--- config.mk ---
export PLATFORM = sky130hd
export DESIGN_NAME = qspi_host
export DESIGN_NICKNAME = d
export VERILOG_FILES = /design/src/rtl/qspi_host.sv
export SDC_FILE = /design/constraint.sdc
export NUM_CORES = 1
export LEC_CHECK = 0
export CELL_PAD_IN_SITES_DETAIL_PLACEMENT = 1
export CELL_PAD_IN_SITES_GLOBAL_PLACEMENT = 1
export CORE_MARGIN = 5
export CORE_UTILIZATION = 41
export DETAILED_ROUTE_END_ITERATION = 7
export HOLD_SLACK_MARGIN = 0.02
export PLACE_DENSITY = 0.9
export SLEW_MARGIN = 40
export SYNTH_ARGS = -nofsm -noshare
export SYNTH_HDL_FRONTEND = slang
export SYNTH_SLANG_ARGS = --single-unit
--- constraint.sdc ---
create_clock -name clk_i -period 5.1 [get_ports clk_i]
set_clock_uncertainty 0.05 [all_clocks]
set_input_delay 0.51 -clock clk_i [delete_from_list [all_inputs] [get_ports clk_i]]
set_output_delay 0.51 -clock clk_i [all_outputs]
set_load 0.02 [all_outputs]
--- src/rtl/qspi_host.sv ---
// ---------------------------------------------------------------------------
// qspi_host
//   QSPI initiator. Accepts one transaction request (command, 32-bit address,
//   direction, 16-bit word count) over a valid/ready handshake and produces
//   the complete QSPI frame: command, quad address, optional dummy clocks on
//   reads, and 16-bit data words (four nibbles each, MSB nibble first).
//   SPI mode 0: SCK idles low. Outputs change only while SCK is low, and
//   qspi_io_i is sampled on the clk where SCK rises.
//
//   Build option:
//     QSPI_QUAD_CMD_EN  defined   -> command sent quad, 2 SCK, high nibble first
//                       undefined -> command sent single-line on io[0], 8 SCK
//
//   Parameters:
//     CLKDIV   SCK half-period in clk_i cycles (>=1)
//     DUMMY    dummy SCK cycles before read data (0..31)
//     LENBITS  width of the word-count field
//     CSHIGH   minimum clk_i cycles SCE stays high between frames
//
//   Ports:
//     clk_i, reset_i           clock, asynchronous active-high reset
//     req_valid_i/req_ready_o  request handshake
//     req_cmd_i, req_addr_i    command byte, address
//     req_write_i, req_len_i   direction (1 = write), word count (0 = no data)
//     wr_data_i/wr_valid_i     write word source; wr_ready_o pulses on latch
//     rd_data_o/rd_valid_o     read word, rd_valid_o pulses when new
//     busy_o, done_o           frame in progress, pulse when SCE returns high
//     qspi_sck_o, qspi_sce_o   SPI clock, active-low chip enable
//     qspi_io_o/qspi_io_i      IO lines, qspi_io_oe = 1 when host drives
// ---------------------------------------------------------------------------
module qspi_host #(
    parameter int unsigned CLKDIV  = 2,
    parameter int unsigned DUMMY   = 8,
    parameter int unsigned LENBITS = 8,
    parameter int unsigned CSHIGH  = 4
) (
    input  logic               clk_i,
    input  logic               reset_i,
    input  logic               req_valid_i,
    output logic               req_ready_o,
    input  logic [7:0]         req_cmd_i,
    input  logic [31:0]        req_addr_i,
    input  logic               req_write_i,
    input  logic [LENBITS-1:0] req_len_i,
    input  logic [15:0]        wr_data_i,
    input  logic               wr_valid_i,
    output logic               wr_ready_o,
    output logic [15:0]        rd_data_o,
    output logic               rd_valid_o,
    output logic               busy_o,
    output logic               done_o,
    output logic               qspi_sck_o,
    output logic               qspi_sce_o,
    output logic [3:0]         qspi_io_o,
    input  logic [3:0]         qspi_io_i,
    output logic               qspi_io_oe
);

    localparam logic [15:0] DIV_RELOAD = (CLKDIV > 1) ? 16'(CLKDIV - 1) : 16'd0;
    localparam logic [15:0] GAP_RELOAD = (CSHIGH > 1) ? 16'(CSHIGH - 1) : 16'd0;
    localparam logic [4:0]  DUMMY_LAST = (DUMMY > 0)  ? 5'(DUMMY - 1)   : 5'd0;
    localparam bit          HAS_DUMMY  = (DUMMY != 0);
`ifdef QSPI_QUAD_CMD_EN
    localparam logic [4:0]  CMD_LAST   = 5'd1;
`else
    localparam logic [4:0]  CMD_LAST   = 5'd7;
`endif

    typedef enum logic [2:0] {
        S_IDLE,
        S_START,
        S_CMD,
        S_ADDR,
        S_DUMMY,
        S_DATA,
        S_END,
        S_GAP
    } state_t;

    state_t             state_q;
    logic [15:0]        div_q;      // SCK half-period counter, reused as GAP timer
    logic [4:0]         bit_q;      // SCK cycles left in the current phase/word, minus one
    logic [LENBITS-1:0] len_q;      // data words still to transfer
    logic [31:0]        tx_q;       // outgoing bits, next to drive at the top
    logic [31:0]        addr_q;
    logic               write_q;
    logic               wait_q;     // write word boundary reached, waiting for wr_valid_i
    logic [11:0]        rx_q;       // nibbles of the read word received so far

    logic               req_ready_q;
    logic               wr_ready_q;
    logic [15:0]        rd_data_q;
    logic               rd_valid_q;
    logic               busy_q;
    logic               done_q;
    logic               sck_q;
    logic               sce_q;
    logic [3:0]         io_q;
    logic               oe_q;

    always_ff @(posedge clk_i or posedge reset_i) begin
        if (reset_i) begin
            state_q     <= S_IDLE;
            div_q       <= '0;
            bit_q       <= '0;
            len_q       <= '0;
            tx_q        <= '0;
            addr_q      <= '0;
            write_q     <= 1'b0;
            wait_q      <= 1'b0;
            rx_q        <= '0;
            req_ready_q <= 1'b1;
            wr_ready_q  <= 1'b0;
            rd_data_q   <= '0;
            rd_valid_q  <= 1'b0;
            busy_q      <= 1'b0;
            done_q      <= 1'b0;
            sck_q       <= 1'b0;
            sce_q       <= 1'b1;
            io_q        <= '0;
            oe_q        <= 1'b0;
        end else begin
            rd_valid_q <= 1'b0;
            wr_ready_q <= 1'b0;
            done_q     <= 1'b0;

            case (state_q)
                S_IDLE: begin
                    if (req_valid_i && req_ready_q) begin
                        state_q     <= S_START;
                        req_ready_q <= 1'b0;
                        busy_q      <= 1'b1;
                        sce_q       <= 1'b0;
                        oe_q        <= 1'b1;
                        addr_q      <= req_addr_i;
                        write_q     <= req_write_i;
                        len_q       <= req_len_i;
                        wait_q      <= 1'b0;
                        div_q       <= DIV_RELOAD;
                        bit_q       <= CMD_LAST;
`ifdef QSPI_QUAD_CMD_EN
                        io_q        <= req_cmd_i[7:4];
                        tx_q        <= {req_cmd_i[3:0], 28'd0};
`else
                        io_q        <= {3'b000, req_cmd_i[7]};
                        tx_q        <= {req_cmd_i[6:0], 25'd0};
`endif
                    end
                end

                S_START: begin
                    if (div_q != '0) begin
                        div_q <= div_q - 16'd1;
                    end else begin
                        div_q   <= DIV_RELOAD;
                        sck_q   <= 1'b1;
                        state_q <= S_CMD;
                    end
                end

                S_CMD, S_ADDR, S_DUMMY, S_DATA: begin
                    if (state_q == S_DATA && wait_q) begin
                        // Stall with SCK low until the next write word shows up;
                        // the divider restarts so the first nibble gets a full
                        // low half-period of setup.
                        if (wr_valid_i) begin
                            io_q       <= wr_data_i[15:12];
                            tx_q       <= {wr_data_i[11:0], 20'd0};
                            wr_ready_q <= 1'b1;
                            wait_q     <= 1'b0;
                            div_q      <= DIV_RELOAD;
                        end
                    end else if (div_q != '0) begin
                        div_q <= div_q - 16'd1;
                    end else if (!sck_q) begin
                        // Rising edge: sample read data.
                        div_q <= DIV_RELOAD;
                        sck_q <= 1'b1;
                        if (state_q == S_DATA && !write_q) begin
                            rx_q <= {rx_q[7:0], qspi_io_i};
                            if (bit_q == '0) begin
                                rd_data_q  <= {rx_q, qspi_io_i};
                                rd_valid_q <= 1'b1;
                            end
                        end
                    end else begin
                        // Falling edge: drive the next bits or move to the next phase.
                        div_q <= DIV_RELOAD;
                        sck_q <= 1'b0;
                        if (bit_q != '0) begin
                            bit_q <= bit_q - 5'd1;
                            case (state_q)
                                S_CMD: begin
`ifdef QSPI_QUAD_CMD_EN
                                    io_q <= tx_q[31:28];
                                    tx_q <= {tx_q[27:0], 4'd0};
`else
                                    io_q <= {3'b000, tx_q[31]};
                                    tx_q <= {tx_q[30:0], 1'b0};
`endif
                                end
                                S_ADDR, S_DATA: begin
                                    if (state_q == S_ADDR || write_q) begin
                                        io_q <= tx_q[31:28];
                                        tx_q <= {tx_q[27:0], 4'd0};
                                    end
                                end
                                default: ;
                            endcase
                        end else begin
                            case (state_q)
                                S_CMD: begin
                                    state_q <= S_ADDR;
                                    bit_q   <= 5'd7;
                                    io_q    <= addr_q[31:28];
                                    tx_q    <= {addr_q[27:0], 4'd0};
                                end
                                S_ADDR, S_DUMMY: begin
                                    if (state_q == S_ADDR && !write_q && HAS_DUMMY) begin
                                        state_q <= S_DUMMY;
                                        bit_q   <= DUMMY_LAST;
                                        oe_q    <= 1'b0;
                                        io_q    <= '0;
                                    end else if (len_q == '0) begin
                                        state_q <= S_END;
                                    end else begin
                                        state_q <= S_DATA;
                                        bit_q   <= 5'd3;
                                        if (write_q) begin
                                            oe_q   <= 1'b1;
                                            wait_q <= 1'b1;
                                        end else begin
                                            oe_q <= 1'b0;
                                            io_q <= '0;
                                        end
                                    end
                                end
                                S_DATA: begin
                                    len_q <= len_q - 1'b1;
                                    if (len_q == LENBITS'(1)) begin
                                        state_q <= S_END;
                                    end else begin
                                        bit_q  <= 5'd3;
                                        wait_q <= write_q;
                                    end
                                end
                                default: state_q <= S_END;
                            endcase
                        end
                    end
                end

                S_END: begin
                    if (div_q != '0) begin
                        div_q <= div_q - 16'd1;
                    end else begin
                        state_q <= S_GAP;
                        sce_q   <= 1'b1;
                        oe_q    <= 1'b0;
                        io_q    <= '0;
                        done_q  <= 1'b1;
                        div_q   <= GAP_RELOAD;
                    end
                end

                S_GAP: begin
                    if (div_q != '0) begin
                        div_q <= div_q - 16'd1;
                    end else begin
                        state_q     <= S_IDLE;
                        req_ready_q <= 1'b1;
                        busy_q      <= 1'b0;
                    end
                end

                default: begin
                    state_q     <= S_IDLE;
                    req_ready_q <= 1'b1;
                    busy_q      <= 1'b0;
                    sce_q       <= 1'b1;
                    sck_q       <= 1'b0;
                    oe_q        <= 1'b0;
                end
            endcase
        end
    end

    assign req_ready_o = req_ready_q;
    assign wr_ready_o  = wr_ready_q;
    assign rd_data_o   = rd_data_q;
    assign rd_valid_o  = rd_valid_q;
    assign busy_o      = busy_q;
    assign done_o      = done_q;
    assign qspi_sck_o  = sck_q;
    assign qspi_sce_o  = sce_q;
    assign qspi_io_o   = io_q;
    assign qspi_io_oe  = oe_q;

endmodule

==> qor.csv <==
stage;metric;value;unit
setup_path;criticalPathCategory;flip-flop to flip-flop;
floorplan;io_pins;101;
floorplan;die_area;19300;um2
clock_tree;cts_tree;yes;
status;status;completed;
clock_tree;ctsResizeCount;0;
synth;synth_seq_cells;134;
synth;syn_area;6830;um2
clock_tree;cts-hold-fix-buffers;0;
timing;period_needed;3.78;ns
synth;synth_ff_type;dfrtp_1;
floorplan;core-area;16500;um2
synth;seq_area_frac_synth;0.491;
route;avgRoutedWirePerCell;19.3;um
global_routing;gr-total-overflow;0;
clock_tree;clk_pin_slew_worst_paths;0.06;ns
route;dr.pass1.iters;4;
setup_path;critPathCapture;rd_data_o[6];
layout;layout_common_cells;nand2_1 (163), dfrtp_1 (132), clkdlybuf4s50_1 (100);
floorplan;start_util;0.415;
timing;timing.final.ws_setup;1.32;ns
power;power_frac_seq;0.453;
route;viasPerCell;5.76;
setup_path;path_max_fanout;17;
timing;clock.fmax;265;MHz
synth;postSynth.asyncResetShare;1.00;
flow_run;maxCapViolations;0;
power;ir_drop;0.240;mV
place;dp_slack;1.32;ns
route;routed_wl;20.8;mm
setup_path;cp.arrival;4.04;ns
layout;finalNetCount;924;
route;ant_nets;0;
synth;synth_cells;762;
timing;rsz0062_at_grt;no;
global_routing;grt_pass1_vias;6638;
global_routing;grt_usage;0.219;
timing;finalSetupViolations;0;
power;powerDensity;273;nW/um2
setup_path;r2r_setup_slack;1.32;ns
synth;synth_edf_count;0;
synth;yosysWarningCount;0;
setup_path;startpoint;div_q[0];
setup_path;rr_worst_depth;7;
synth;syn_nets;840;
floorplan;rows;47;
power;clockPowerShare;0.508;
floorplan;die-width;139;um
place;hpwl;13.9;mm
timing;finalSetupTns;0;ns
setup_path;endpoint_kind;flip-flop;
synth;ys_types;61;
timing;fin_crit_sh;0.741;
power;intPower;0.00185;W
setup_path;reg2reg_to;rd_data_o[6];
route;first_iter_violations;390;
worst_hold_path;min_path_type;flip-flop to flip-flop;
timing;tightest_slew;0.817;ns
synth;syn_area_per_cell;8.96;um2
timing;maxSlewViolCount;0;
clock_tree;cts_buffers;17;
global_routing;grt_max_degree;75;
timing;slew_headroom;0.455;
power;p_sw;0.000507;W
layout;final_common_cell;nand2_1;
timing;hold_viol;0;
global_routing;grt_pass1_wl;34.3;mm
setup_path;worstPathRequired;5.36;ns
clock_tree;htreeDepth;4;
floorplan;dieHeight;139;um
clock_tree;clockBufferDepth;2;
layout;n_antenna_cell;0;
power;netSwitchingFraction;0.215;
place;io_buffers;100;
clock_tree;cts_num_sinks;134;
power;power;0.00235;W
layout;drive_gt1_frac;0.107;
power;comb_power_share;0.039;
route;vias;6211;
place;gp_congestion;0.918;
setup_path;startpoint_type;flip-flop;
global_routing;antenna_found_initial;0;
layout;syn_to_final_growth;26.0;%
clock_tree;cts_root_buffer;clkbuf_16;
clock_tree;clk_latency;0.43;ns
clock_tree;post_cts_buffers;0;
route;route.detailed.drc;0;
setup_path;worstReg2RegStart;div_q[0];
power;p_leak;3.84;nW
-- metrics by stage --
step,utilization,cell area (um2),hold WS [ns],cells
after floorplan,-,6830,0.396,762
after global placement,0.488,8030,0.410,1047
after detailed placement,0.488,8040,0.419,1047
after CTS,0.522,8600,0.433,1078
after global routing,0.522,8600,0.450,1078
final,0.522,8600,0.427,1078
-- registers in the layout (all words and copies together) (netlist names), 3 cells and up --
| name | cells |
|---|---|
| div_q | 16 |
| rd_data_o | 16 |
| addr_q | 32 |
| bit_q | 5 |
| state_q | 3 |
| tx_q | 28 |
| qspi_io_o | 4 |
| len_q | 8 |
| rx_q | 12 |
-- per-layer routing --
layer  vias to the layer above  global-route usage  share of wire
met5                         -                   0              0
met4                         0              0.0834          0.025
met3                        44              0.0445          0.051
met2                       183               0.384           0.52
met1                      3120               0.265           0.41
li1                       2864                   -              -
-- how the worst min path moves through the flow --
stage	startpoint	to	slack (ns)	cells past startpoint
3_3_place_gp	addr_q[7]	addr_q[7]	0.41	2
3_5_place_dp	addr_q[9]	addr_q[9]	0.42	2
2_1_floorplan	addr_q[29]	addr_q[29]	0.40	2
6_report	addr_q[17]	addr_q[17]	0.43	2
5_1_grt	addr_q[10]	addr_q[10]	0.45	2
4_1_cts	addr_q[9]	addr_q[9]	0.43	2
-- kinds of logic (layout without fill, tap and decap cells) --
kind of cell / Yosys count / count (layout) / share of synthesized area
adders and majority gates: 5 / 5 / 0.00916
muxes: 45 / 45 / 0.0727
xor gates and xnor gates: 6 / 6 / 0.00770
and+or+nand+nor: 321 / 321 / 0.208
buffers and inverters: 62 / 158 / 0.0374
DFF: 134 / 134 / 0.491
AOI/OAI and AO/OA: 189 / 189 / 0.174
-- power groups by stage --
stage | registers, W | clock network, W | logic [W]
floorplan | 0.00109 | 0 | 0.0000225
global placement | 0.00109 | 0 | 0.0000914
detailed placement | 0.00109 | 0 | 0.0000917
CTS | 0.00107 | 0.00121 | 0.0000925
global route | 0.00107 | 0.00127 | 0.0000982
finish | 0.00107 | 0.00120 | 0.0000907
-- cell type report --
class	instances	area (um2)
clock buffer	22	454
clock inverter	9	104
fill	1912	7860
inverter	15	61.3
multi-input combinational	566	3250
sequential	134	3360
tap	220	275
timing repair buffer	112	1100
-- critical path, stage by stage, from the launching register on --
cell and delay [ns]:
dfrtp_1 0.40, inv_1 0.07, ha_1 0.17, or3b_2 0.57, nor4_4 0.63, nand4_1 0.71
nor2_4 0.65, mux2_2 0.40
-- cell usage after synthesis, types with 7 or more instances --
master | count | area [um2]
mux2_2 | 35 | 394
o21ai_0 | 23 | 115
nor3_1 | 12 | 60.1
nor2_1 | 67 | 251
a31oi_1 | 9 | 56.3
o22ai_1 | 12 | 75.1
a311oi_1 | 7 | 61.3
a221oi_1 | 8 | 70.1
dfrtp_1 | 132 | 3300
inv_1 | 15 | 56.3
nand2_1 | 164 | 616
mux2i_1 | 8 | 80.1
a211oi_1 | 8 | 60.1
nand2b_1 | 8 | 50.1
nand3_1 | 34 | 170
a21oi_1 | 85 | 425
clkbuf_1 | 35 | 131
(Power assumes the default switching activity.)
